==> config.mk <==
export PLATFORM = sky130hd
export DESIGN_NAME = clk_div_bank
export DESIGN_NICKNAME = d
export VERILOG_FILES = /design/src/rtl/clk_div_pkg.sv /design/src/rtl/clk_div_ch.sv /design/src/rtl/clk_div_bank.sv
export SDC_FILE = /design/constraint.sdc
export NUM_CORES = 1
export LEC_CHECK = 0
export CAP_MARGIN = 40
export CORE_MARGIN = 2
export CORE_UTILIZATION = 30
export CTS_CLUSTER_SIZE = 10
export DETAILED_ROUTE_END_ITERATION = 7
export PLACE_DENSITY = 0.46
export SETUP_SLACK_MARGIN = 0.5
export SLEW_MARGIN = 0
export SYNTH_ARGS = -nofsm -noshare
export SYNTH_HDL_FRONTEND = slang
export SYNTH_HIERARCHICAL = 1
export SYNTH_SLANG_ARGS = --single-unit
==> constraint.sdc <==
create_clock -name clk -period 9.3 [get_ports clk]
set_input_delay 0.93 -clock clk [delete_from_list [all_inputs] [get_ports clk]]
set_output_delay 0.93 -clock clk [all_outputs]
set_load 0.05 [all_outputs]
==> src/rtl/clk_div_pkg.sv <==
// rtl/clk_div_pkg.sv - shared constants and helpers for the clock divider bank
package clk_div_pkg;

   localparam int          CNT_W_DEF    = 24;
   localparam int unsigned DEF_HALF_DEF = 10_000_000;

   // A half-period of 0 behaves like 1: toggle on every enabled cycle.
   function automatic logic [31:0] eff_half(input logic [31:0] half);
      return (half == 32'd0) ? 32'd1 : half;
   endfunction

   // Channel-select width; a single-channel bank still gets a 1-bit select.
   function automatic int sel_width(input int n_ch);
      return (n_ch > 1) ? $clog2(n_ch) : 1;
   endfunction

endpackage

==> src/rtl/clk_div_ch.sv <==
// rtl/clk_div_ch.sv - one divider channel; CLK_DIV_BANK_SHADOW_EN selects shadowed half-period writes
module clk_div_ch
   import clk_div_pkg::*;
#(
   parameter int               CNT_W    = CNT_W_DEF,
   parameter logic [CNT_W-1:0] DEF_HALF = CNT_W'(DEF_HALF_DEF)
) (
   input  logic             clk,
   input  logic             rst_n,
   input  logic             en,
   input  logic             sync,
   input  logic             we,
   input  logic [CNT_W-1:0] wdata,
   output logic [CNT_W-1:0] half,
   output logic             tick,
   output logic             clk_out
);

   logic [CNT_W-1:0] cnt_q, cnt_d;
   logic [CNT_W-1:0] half_q, half_d;
   logic             clk_out_q, clk_out_d;
   logic             tick_q, tick_d;
   logic [CNT_W-1:0] eff;
   logic             term;
`ifdef CLK_DIV_BANK_SHADOW_EN
   logic [CNT_W-1:0] shadow_q, shadow_d;
   logic             pend_q, pend_d;
   logic             apply;
`endif

   // Terminal compare is >= so a half-period shrunk below cnt ends the period at once.
   assign eff  = CNT_W'(eff_half(32'(half_q)));
   assign term = (cnt_q >= (eff - CNT_W'(1)));

   // Next-state: sync beats enable, enable gates counting, then half-period update.
   always_comb begin
      cnt_d     = cnt_q;
      clk_out_d = clk_out_q;
      tick_d    = 1'b0;
      half_d    = half_q;
      if (sync) begin
         cnt_d     = '0;
         clk_out_d = 1'b0;
      end else if (en) begin
         if (term) begin
            cnt_d     = '0;
            clk_out_d = ~clk_out_q;
            tick_d    = 1'b1;
         end else begin
            cnt_d = cnt_q + CNT_W'(1);
         end
      end
`ifdef CLK_DIV_BANK_SHADOW_EN
      shadow_d = shadow_q;
      pend_d   = pend_q;
      // New value only lands at a period boundary, so each clk_out level is whole.
      apply    = sync | ~en | term;
      if (apply) begin
         if (we) begin
            half_d = wdata;
         end else if (pend_q) begin
            half_d = shadow_q;
         end
         pend_d = 1'b0;
      end else if (we) begin
         shadow_d = wdata;
         pend_d   = 1'b1;
      end
`else
      if (we) begin
         half_d = wdata;
      end
`endif
   end

   // Channel state registers.
   always_ff @(posedge clk or negedge rst_n) begin
      if (!rst_n) begin
         cnt_q     <= '0;
         half_q    <= DEF_HALF;
         clk_out_q <= 1'b0;
         tick_q    <= 1'b0;
`ifdef CLK_DIV_BANK_SHADOW_EN
         shadow_q  <= '0;
         pend_q    <= 1'b0;
`endif
      end else begin
         cnt_q     <= cnt_d;
         half_q    <= half_d;
         clk_out_q <= clk_out_d;
         tick_q    <= tick_d;
`ifdef CLK_DIV_BANK_SHADOW_EN
         shadow_q  <= shadow_d;
         pend_q    <= pend_d;
`endif
      end
   end

   assign half    = half_q;
   assign tick    = tick_q;
   assign clk_out = clk_out_q;

endmodule

==> src/rtl/clk_div_bank.sv <==
// rtl/clk_div_bank.sv - bank of N_CH clock dividers; CLK_DIV_BANK_SHADOW_EN enables shadowed writes
module clk_div_bank
   import clk_div_pkg::*;
#(
   parameter int          N_CH     = 4,
   parameter int          CNT_W    = CNT_W_DEF,
   parameter int unsigned DEF_HALF = DEF_HALF_DEF,
   localparam int         SEL_W    = sel_width(N_CH)
) (
   input  logic             clk,
   input  logic             rst_n,
   input  logic [N_CH-1:0]  en,
   input  logic             sync,
   input  logic             div_we,
   input  logic [SEL_W-1:0] div_sel,
   input  logic [CNT_W-1:0] div_wdata,
   output logic [CNT_W-1:0] div_rdata,
   output logic [N_CH-1:0]  tick,
   output logic [N_CH-1:0]  clk_out
);

   logic [N_CH-1:0]  we_vec;
   logic [CNT_W-1:0] half_vec [N_CH];

   for (genvar i = 0; i < N_CH; i++) begin : g_ch
      // Out-of-range selects never match any channel, so they are dropped.
      assign we_vec[i] = div_we && (div_sel == SEL_W'(i));

      clk_div_ch #(
         .CNT_W    (CNT_W),
         .DEF_HALF (CNT_W'(DEF_HALF))
      ) u_ch (
         .clk     (clk),
         .rst_n   (rst_n),
         .en      (en[i]),
         .sync    (sync),
         .we      (we_vec[i]),
         .wdata   (div_wdata),
         .half    (half_vec[i]),
         .tick    (tick[i]),
         .clk_out (clk_out[i])
      );
   end

   // Readback of the active half-period of the selected channel.
   always_comb begin
      div_rdata = '0;
      for (int i = 0; i < N_CH; i++) begin
         if (div_sel == SEL_W'(i)) begin
            div_rdata = half_vec[i];
         end
      end
   end

endmodule

### After elaboration in Yosys (flattened, before gate mapping)

Index checks and enable logic that the tools add are counted.

* add/sub/neg operators: 8
* magnitude comparators: 4
* equality and inequality tests: 3
* muxes and demuxes: 44
* bitwise logic cells: 4
* reductions and logical operators: 21

Operator list (count)
* 24-bit 2-to-1 mux: 20
* 24-bit by 1-bit adder with 24-bit output, second input constant: 4
* 24-bit greater-or-equal comparator: 4
* 24-bit zero test: 4
* 24-bit by 1-bit subtractor with 24-bit output, second input constant: 4
* 1-bit 2-to-1 mux: 24
* 2-bit nonzero test: 8
* 2-bit AND reduction: 4
* 2-bit equality test, second input constant: 2
* 1-bit logical AND: 4
* 1-bit inverter: 4
* 2-bit by 1-bit equality test with 1-bit output, second input constant: 1
* 2-bit zero test: 1

* flip-flop bits (word level): 200

### Depth between registers and ports, before layout

Gate-level depths: netlist of run 1.

* word-level depth: 7
* gate-level depth with buffers: 21
* gate-level depth less buffers: 19

### Cells and area by module

The synthesis of run 1 kept the hierarchy.

By module, submodules not included
* clk_div_ch (g_ch[1].u_ch ...): instances 2, cells an instance 336, area an instance 3274.4 µm², seq. area each 1261.2 µm²
* clk_div_ch (g_ch[0].u_ch): instances 1, cells an instance 311, area an instance 3191.8 µm², seq. area each 1261.2 µm²
* clk_div_ch (g_ch[3].u_ch): instances 1, cells an instance 326, area an instance 3160.5 µm², seq. area each 1261.2 µm²
* clk_div_bank: instances 1, cells an instance 34, area an instance 651.9 µm², seq. area each 0.0 µm²

### Worst setup path after synthesis of run 1

No wires, ideal clock.

* kind: flip-flop to flip-flop
* start: reg g_ch[1].u_ch.half_q[17]
* end: reg g_ch[1].u_ch.cnt_q[10]
* data arrival time: 4.110 ns
* data required time: 9.174 ns
* setup slack: 5.064 ns
* cell stages (with the launch flop): 19
* path buffers: 1
* cells stage by stage: dfrtp_1 -> or4_1 -> nor4_1 -> nand3_1 -> nor3_1 -> nor2_1 -> ha_1 -> nand3b_1 -> nand2b_1 -> nand2b_1 -> nor3_1 -> xnor2_1 -> ha_1 -> nand4_1 -> nor4_1 -> o311a_1 -> buf_2 -> nor3_1 -> a311o_1

* longest elaborated chain between the ends: 7

RTL lines
* from (decl): line clk_div_ch.sv:20 `logic [CNT_W-1:0] half_q, half_d;`
* from (signal assigned): line clk_div_ch.sv:89 `half_q <= half_d;`
* 24-bit zero test: line clk_div_pkg.sv:9 `return (half == 32'd0) ? 32'd1 : half;`
* 24-bit 2-to-1 mux *: line clk_div_pkg.sv:9
* 24-bit by 1-bit subtractor with 24-bit output *: line clk_div_ch.sv:33 `assign term = (cnt_q >= (eff - CNT_W'(1)));`
* 24-bit greater-or-equal comparator *: line clk_div_ch.sv:33
* 24-bit 2-to-1 mux *: line clk_div_ch.sv:45 `if (term) begin`
* 24-bit 2-to-1 mux *: line clk_div_ch.sv:44 `end else if (en) begin`
* 24-bit 2-to-1 mux *: line clk_div_ch.sv:41 `if (sync) begin`
* to (signal assigned): line clk_div_ch.sv:88 `cnt_q <= cnt_d;`
* to (decl): line clk_div_ch.sv:19 `logic [CNT_W-1:0] cnt_q, cnt_d;`

Every way passes the cells marked *; elsewhere a longest branch is shown, timed or not. The select of a mux whose other input is x is not followed.
A chain may end at the register's enable or synchronous reset.

### Worst setup path after layout of run 1

* start: reg g_ch[1].u_ch.half_q[17]
* end: reg g_ch[1].u_ch.clk_out_q

* longest elaborated chain between the ends: 6

RTL lines
* 24-bit zero test: line clk_div_pkg.sv:9
* 24-bit 2-to-1 mux *: line clk_div_pkg.sv:9
* 24-bit by 1-bit subtractor with 24-bit output *: line clk_div_ch.sv:33
* 24-bit greater-or-equal comparator *: line clk_div_ch.sv:33
* 2-bit nonzero test (no source line) *
* 2-bit AND reduction (no source line) *
* to (signal assigned): line clk_div_ch.sv:90 `clk_out_q <= clk_out_d;`
* to (decl): line clk_div_ch.sv:21 `logic clk_out_q, clk_out_d;`

Every way passes the cells marked *; elsewhere a longest branch is shown, timed or not.

==> run metrics, run 1 <==
post-synth cell types a little over 80; n_diodes 0; post-route setup TNS 0 ns; utilization after layout 0.349; start-to-end type of the worst setup path reg2reg; TritonCTS clock tree yes; WL/cell 18.7 um; most frequent cells in the layout sky130_fd_sc_hd__dfrtp_1 (168), sky130_fd_sc_hd__nor2_1 (105), sky130_fd_sc_hd__nand2_1 (105); area of the core region ~44000 um2; CTS root buffer sky130_fd_sc_hd__clkbuf_16; CP Buf/Inv Count 0; quantity of I/O buffers inserted on ports 65; CTS clock-pin slew for the worst setup and hold paths 0.09 ns; fraction of layout cells with a size suffix above 1 0.160; count of state elements after synthesis 200; overall routing resource usage 0.167; final total power around 2.6 mW; largest stage delay on the critical path just over 0.6 ns; largest cells by area after synthesis sky130_fd_sc_hd__dfrtp_1 (31%), sky130_fd_sc_hd__ha_1 (9.6%), sky130_fd_sc_hd__mux2_2 (8.0%); data arrival time of the critical path between 5 and 6 ns; required time of the critical path about 9.7 ns; HP Class in2async; total clock buffers created by CTS 17; Highest Clock Rate around 180 MHz; Hold-fix buffers, CTS 0; unrepaired setup endpoints after global routing no; sequential area share after synthesis 0.372; dominant delay contributor by cell family on the critical path simple AND/OR/NAND/NOR gates; synthesis-to-layout area growth 14.5%; DRC violation count after routing 0; slew at the pin closest to its max-slew limit between 0.8 and 0.9 ns; Synthesized Nets 1481; antenna violations before repair 1; post-detailed-routing wire length between 30000 and 40000 um; starting utilization of the core area 0.305; area share of the leading cell type in the synthesized netlist 0.310; clock sinks 200; antenna-violating nets left 0; number of endpoints with negative hold slack in the final report 0; Hold Worst Slack roughly 0.46 ns; Synth Area per Inst roughly 10 um2; warnings from Yosys 6; endpoints failing setup 0; leading cell type in the layout, fill and taps excluded sky130_fd_sc_hd__dfrtp_1; largest net degree at the start of global routing 75; maximum fanout count along the critical path 14; Post-synth ARST share 1.00; Slew headroom 0.434; endpoint kind of the worst setup timing path flip-flop; wire length of the first global-routing pass 60300 um; maximum count of clock buffers along a single path 2; Setup Fix Bufs, Post-CTS 0; DRT iter0 DRCs approximately 660; outcome finished, final reports clean; Die Height 217 um; clock skew after layout ~0.017 ns; max-capacitance violation count 0; Post-CTS Resized 0; # IOs 66; vias in the first global route just over 10000; die area between 40000 and 50000 um2; grt total ovfl 0; CP startpoint kind flip-flop; total count of max-transition violations in the final report 0; vias per std cell 5.21; Top FF cell, synth sky130_fd_sc_hd__dfrtp_1; leakage power 6.16 nW; number of levels the H-tree was split into 4; most area-hungry cell type in the Yosys netlist sky130_fd_sc_hd__dfrtp_1; portion of the clock cycle consumed by the worst path in the final layout 0.603; Core Rows 77; vias post-DR about 10000; power density normalized to cell area approximately 170 nW/um2; Horiz. Die Dim ~220 um; Clk Latency, worst-skew pair a little over 0.5 ns; largest voltage drop on the vdd net approximately 0.00013 V; weighted congestion reported at the end of routability-driven placement ~0.8; post-detailed-placement half-perimeter wirelength approximately 29000 um; EDFF count, synth 0; number of instances in the synthesized netlist between 1000 and 1500; CP max-delay cell sky130_fd_sc_hd__or4_1; post-synthesis instance area 13600 um2; number of detailed-route iterations in the first pass 5; min Tclk post-route approximately 5.6 ns; cell chain of the critical path or4_1 -> nor4_1 -> nand3_1 -> nor3_1 -> nor2_1 -> ha_1 -> nand3b_1 -> nand2b_1 -> nand2b_1 -> nor3_1 -> xnor2_1 -> ha_1 -> nand4_1 -> nor4_1 -> o311a_1 -> o21a_1 -> mux2_2; Layout Nets between 1500 and 2000
==> per-stage QoR <==
stage	setup slack [ns]	instances	area (um2)
after floorplan	5.06	1343	13600
after global placement	3.76	1967	14800
after detailed placement	3.72	1971	14900
after CTS	3.69	2003	15500
after global routing	3.24	2003	15500
final	3.69	2003	15500
==> cells by family (layout without fill, tap and decap cells) <==
| group | after synthesis | in the layout | synth area share |
|---|---|---|---|
| flops | 200 | 200 | 0.372 |
| xor+xnor | 132 | 132 | 0.0853 |
| fa+ha+maj | 104 | 104 | 0.0960 |
| compound gates | 154 | 154 | 0.0813 |
| mux | 124 | 124 | 0.124 |
| simple gates | 548 | 548 | 0.215 |
| buf+inv | 81 | 149 | 0.0258 |
==> cell type report <==
type,count,area (um2)
inverters,37,139
fillers,4434,28900
clock buffers,17,425
well taps,592,741
clock inverters,15,209
multi-input cells,1062,8160
repair buffers,80,790
flip-flops and latches,200,5040
==> state kept, by name, summed over array words and instances, names as in the netlist <==
signal and cells:
g_ch.u_ch/clk_out 4, g_ch.u_ch/cnt_q 96, g_ch.u_ch/half 96, g_ch.u_ch/tick 4
==> final timing paths <==
path	from	to	slack [ns]	depth (start not counted)
worst max-delay path	g_ch[1].u_ch/half[17]	g_ch[1].u_ch/clk_out	3.69	17
worst min-delay path	rst_n	g_ch[0].u_ch/cnt_q[5]	0.46	1
worst max register to register	g_ch[1].u_ch/half[17]	g_ch[1].u_ch/clk_out	3.69	17
worst min register to register	g_ch[3].u_ch/cnt_q[23]	g_ch[3].u_ch/cnt_q[23]	0.57	2
max in group asynchronous	rst_n	g_ch[1].u_ch/cnt_q[12]	7.63	2
min in group clk	g_ch[3].u_ch/cnt_q[23]	g_ch[3].u_ch/cnt_q[23]	0.57	2
==> cells in the mapped netlist, drive strengths merged, types with 26 or more instances <==
master / number
dfrtp: 168
nor2: 106
nand2: 105
ha: 104
mux2: 96
nor3: 75
xnor2: 74
nand3: 65
xor2: 58
a21oi: 43
inv: 37
nand4: 36
dfstp: 32
nor4: 32
clkbuf: 26
o21ai: 26
==> routing by layer <==
metal,vias up,track usage,share of wire
met4,0,0.0454,0.014
met5,-,0,0
met1,5186,0.224,0.48
li1,5104,-,-
met3,27,0.0279,0.023
met2,114,0.277,0.48
==> worst register-to-register path, stage by stage (launching register included) <==
cell and delay [ns]:
sky130_fd_sc_hd__dfrtp_1 0.45, sky130_fd_sc_hd__or4_1 0.61, sky130_fd_sc_hd__nor4_1 0.32, sky130_fd_sc_hd__nand3_1 0.25, sky130_fd_sc_hd__nor3_1 0.27, sky130_fd_sc_hd__nor2_1 0.10
sky130_fd_sc_hd__ha_1 0.24, sky130_fd_sc_hd__nand3b_1 0.15, sky130_fd_sc_hd__nand2b_1 0.19, sky130_fd_sc_hd__nand2b_1 0.19, sky130_fd_sc_hd__nor3_1 0.08, sky130_fd_sc_hd__xnor2_1 0.13
sky130_fd_sc_hd__ha_1 0.30, sky130_fd_sc_hd__nand4_1 0.18, sky130_fd_sc_hd__nor4_1 0.50, sky130_fd_sc_hd__o311a_1 0.61, sky130_fd_sc_hd__o21a_1 0.53, sky130_fd_sc_hd__mux2_2 0.40
==> power breakdown <==
group          switching (mW)  total, mW  leakage, nW  internal (mW)
combinational           0.334      0.617         3.31          0.283
clock                   0.437      0.812        0.306          0.375
sequential              0.167       1.14         2.54          0.972
total                   0.938       2.57         6.16           1.63
No activity file was read; power rests on OpenSTA's default activity.
==> inputs of run 2 (changes only) <==
clock period = 5.4 ns   (was 9.3 ns; I/O delays follow)
==> run metrics, run 2 (same netlist as run 1, synthesis figures left out) <==
most frequent cells in the layout sky130_fd_sc_hd__dfrtp_1 (162), sky130_fd_sc_hd__nand2_1 (105), sky130_fd_sc_hd__nor2_1 (104); total count of max-transition violations in the final report 0 (unchanged); total clock buffers created by CTS 17 (unchanged); clock skew after layout 0.0144 ns (-0.00240 ns); WL/cell 19.3 um (+3.1%); max-capacitance violation count 0 (unchanged); outcome finished, final reports clean; maximum count of clock buffers along a single path 2 (unchanged); weighted congestion reported at the end of routability-driven placement 0.838 (+3.6%); data arrival time of the critical path 5.01 ns (-0.98 ns); register area 5050 um2 (+0.15%); Core Rows 77 (unchanged); post-route setup TNS 0 ns (unchanged); power density normalized to cell area 281 nW/um2 (+70%); r2r startpoint g_ch[1].u_ch/half[11]; CP startpoint kind flip-flop; n_diodes 0 (unchanged); Setup Slack @ Placement 0.278 ns (-3.44 ns); start-to-end type of the worst setup path reg2reg; met2 routed WL 18500 um (+2.0%); DRT iter0 DRCs 684 (+4.0%); Hold-fix buffers, CTS 0 (unchanged); slew at the pin closest to its max-slew limit 0.885 ns (+0.0443 ns); wire length of the first global-routing pass 62300 um (+3.3%); detailed-routing wirelength on met1 18900 um (+4.8%); starting utilization of the core area 0.305 (unchanged); final worst-path setup slack 0.787 ns (-2.91 ns); unrepaired setup endpoints after global routing yes; HP Class in2async; number of levels the H-tree was split into 4 (unchanged); largest voltage drop on the vdd net 0.000185 V (+43%); portion of the clock cycle consumed by the worst path in the final layout 0.854 (+0.251); fraction of layout cells with a size suffix above 1 0.202 (+0.0419); Highest Clock Rate 217 MHz (+22%); overall routing resource usage 0.170 (+0.00346); antenna violations before repair 0 (-1); setup slack of the worst register-to-register path 0.79 ns (-2.91 ns); finished layout cell area 16000 um2 (+3.0%); final total power 4.49 mW (+75%); Hold Worst Slack 0.116 ns (-0.348 ns); TritonCTS clock tree yes; Routed met3 length 1020 um (+18%); Horiz. Die Dim 217 um (unchanged); number of detailed-route iterations in the first pass 4 (-1); origin of the worst setup path g_ch[1].u_ch/half[11]; antenna-violating nets left 0 (unchanged); CTS root buffer sky130_fd_sc_hd__clkbuf_16; # IOs 66 (unchanged); grt total ovfl 0 (unchanged); vias in the first global route 10600 (+1.8%); min Tclk post-route 4.61 ns (-0.993 ns); number of endpoints with negative hold slack in the final report 0 (unchanged); endpoints failing setup 0 (unchanged); required time of the critical path 5.80 ns (-3.88 ns); worst r2r path cells 18 (+1); Placed Instance Area 15000 um2 (+0.64%); number of filler cells placed in the layout 4421 (-0.29%); endpoint kind of the worst setup timing path flip-flop; vias post-DR 10700 (+2.3%); post-detailed-routing wire length 39300 um (+4.8%); leakage power 6.39 nW (+3.9%); Die Height 217 um (unchanged); maximum fanout count along the critical path 6 (-8); Layout Nets 1570 (+2.2%); reg2reg end g_ch[1].u_ch/cnt_q[2]; area of the core region 44400 um2 (unchanged); top layer used by detailed routing met4; Clk Latency, worst-skew pair 0.48 ns (-0.03 ns); vias per std cell 5.24 (+0.57%); leading cell type in the layout, fill and taps excluded sky130_fd_sc_hd__dfrtp_1; DRC violation count after routing 0 (unchanged); area of combinational cells with multiple inputs 8360 um2 (+2.5%); largest net degree at the start of global routing 105 (+40%); synthesis-to-layout area growth 17.9%; quantity of I/O buffers inserted on ports 65 (unchanged); die area 46900 um2 (unchanged); post-detailed-placement half-perimeter wirelength 29200 um (+1.8%); CTS clock-pin slew for the worst setup and hold paths 0.09 ns (about the same); clock sinks 200 (unchanged); Slew headroom 0.410 (-0.0244)
==> run 2: cell count changes in the layout (fill, tap and decap cells not counted), sizes merged <==
cell / delta
buf: +31
nand3: +2
clkdlybuf4s18: +1
clkinv: +1
inv: -1
==> run 2: worst max-delay path: stages, from the launching register on <==
cell	delay [ns]
sky130_fd_sc_hd__dfrtp_2	0.45
sky130_fd_sc_hd__or4_4	0.59
sky130_fd_sc_hd__nor3_4	0.25
sky130_fd_sc_hd__nand3_2	0.15
sky130_fd_sc_hd__nor3_2	0.23
sky130_fd_sc_hd__nor2_1	0.09
sky130_fd_sc_hd__ha_2	0.21
sky130_fd_sc_hd__nand3b_1	0.13
sky130_fd_sc_hd__nand2b_4	0.15
sky130_fd_sc_hd__nand2b_1	0.15
sky130_fd_sc_hd__nor4_1	0.07
sky130_fd_sc_hd__xnor2_1	0.13
sky130_fd_sc_hd__ha_1	0.19
sky130_fd_sc_hd__a21o_1	0.15
sky130_fd_sc_hd__a21o_1	0.21
sky130_fd_sc_hd__a2111oi_4	0.49
sky130_fd_sc_hd__nand3_4	0.18
sky130_fd_sc_hd__or4_1	0.53
sky130_fd_sc_hd__a31oi_1	0.17
==> run 2: final cells by class <==
| type | instances | area share |
|---|---|---|
| sequential | 200 | 0.316 |
| clock buffer | 17 | 0.0266 |
| inverter | 37 | 0.00869 |
| multi-input combinational | 1064 | 0.523 |
| tap | 592 | 0.0463 |
| timing repair buffer | 112 | 0.0655 |
| clock inverter | 15 | 0.0134 |
==> run 2: worst max-delay path by stage <==
| stage | end | slack [ns] | cells after the start |
|---|---|---|---|
| final | g_ch[1].u_ch/cnt_q[2] | 0.79 | 18 |
| after global routing | g_ch[0].u_ch/cnt_q[18] | 0.45 | 19 |
| after CTS | g_ch[2].u_ch/cnt_q[2] | 0.54 | 18 |
| after detailed placement | g_ch[2].u_ch/clk_out | 0.28 | 17 |
| after global placement | g_ch[2].u_ch/clk_out | 0.32 | 17 |
| after floorplan | g_ch[1].u_ch/cnt_q[10] | 1.16 | 18 |
==> run 2: report_power, final <==
group / switching [mW] / internal, mW
logic: 0.633 / 0.518
registers: 0.279 / 1.68
clock network: 0.735 / 0.648
total: 1.65 / 2.84
==> run 2: stage by stage <==
| step | std cells | util |
|---|---|---|
| floorplan | 1343 | - |
| global placement | 1979 | 0.336 |
| detailed placement | 1983 | 0.337 |
| CTS | 2020 | 0.354 |
| global route | 2037 | 0.360 |
| finish | 2037 | 0.360 |
==> run 2: repair_timing <==
item / in CTS / in global routing
gates resized for setup: 10 / 30
cloned: 0 / 2
pin swaps: 3 / 14
setup endpoints to repair: 47 / 82
buffers inserted: 5 / 15
==> run 2: per-layer routing <==
layer | up-vias | GRT usage
li1 | 5168 | -
met1 | 5280 | 0.235
met2 | 185 | 0.277
met3 | 35 | 0.0211
met4 | 0 | 0.0555
met5 | - | 0
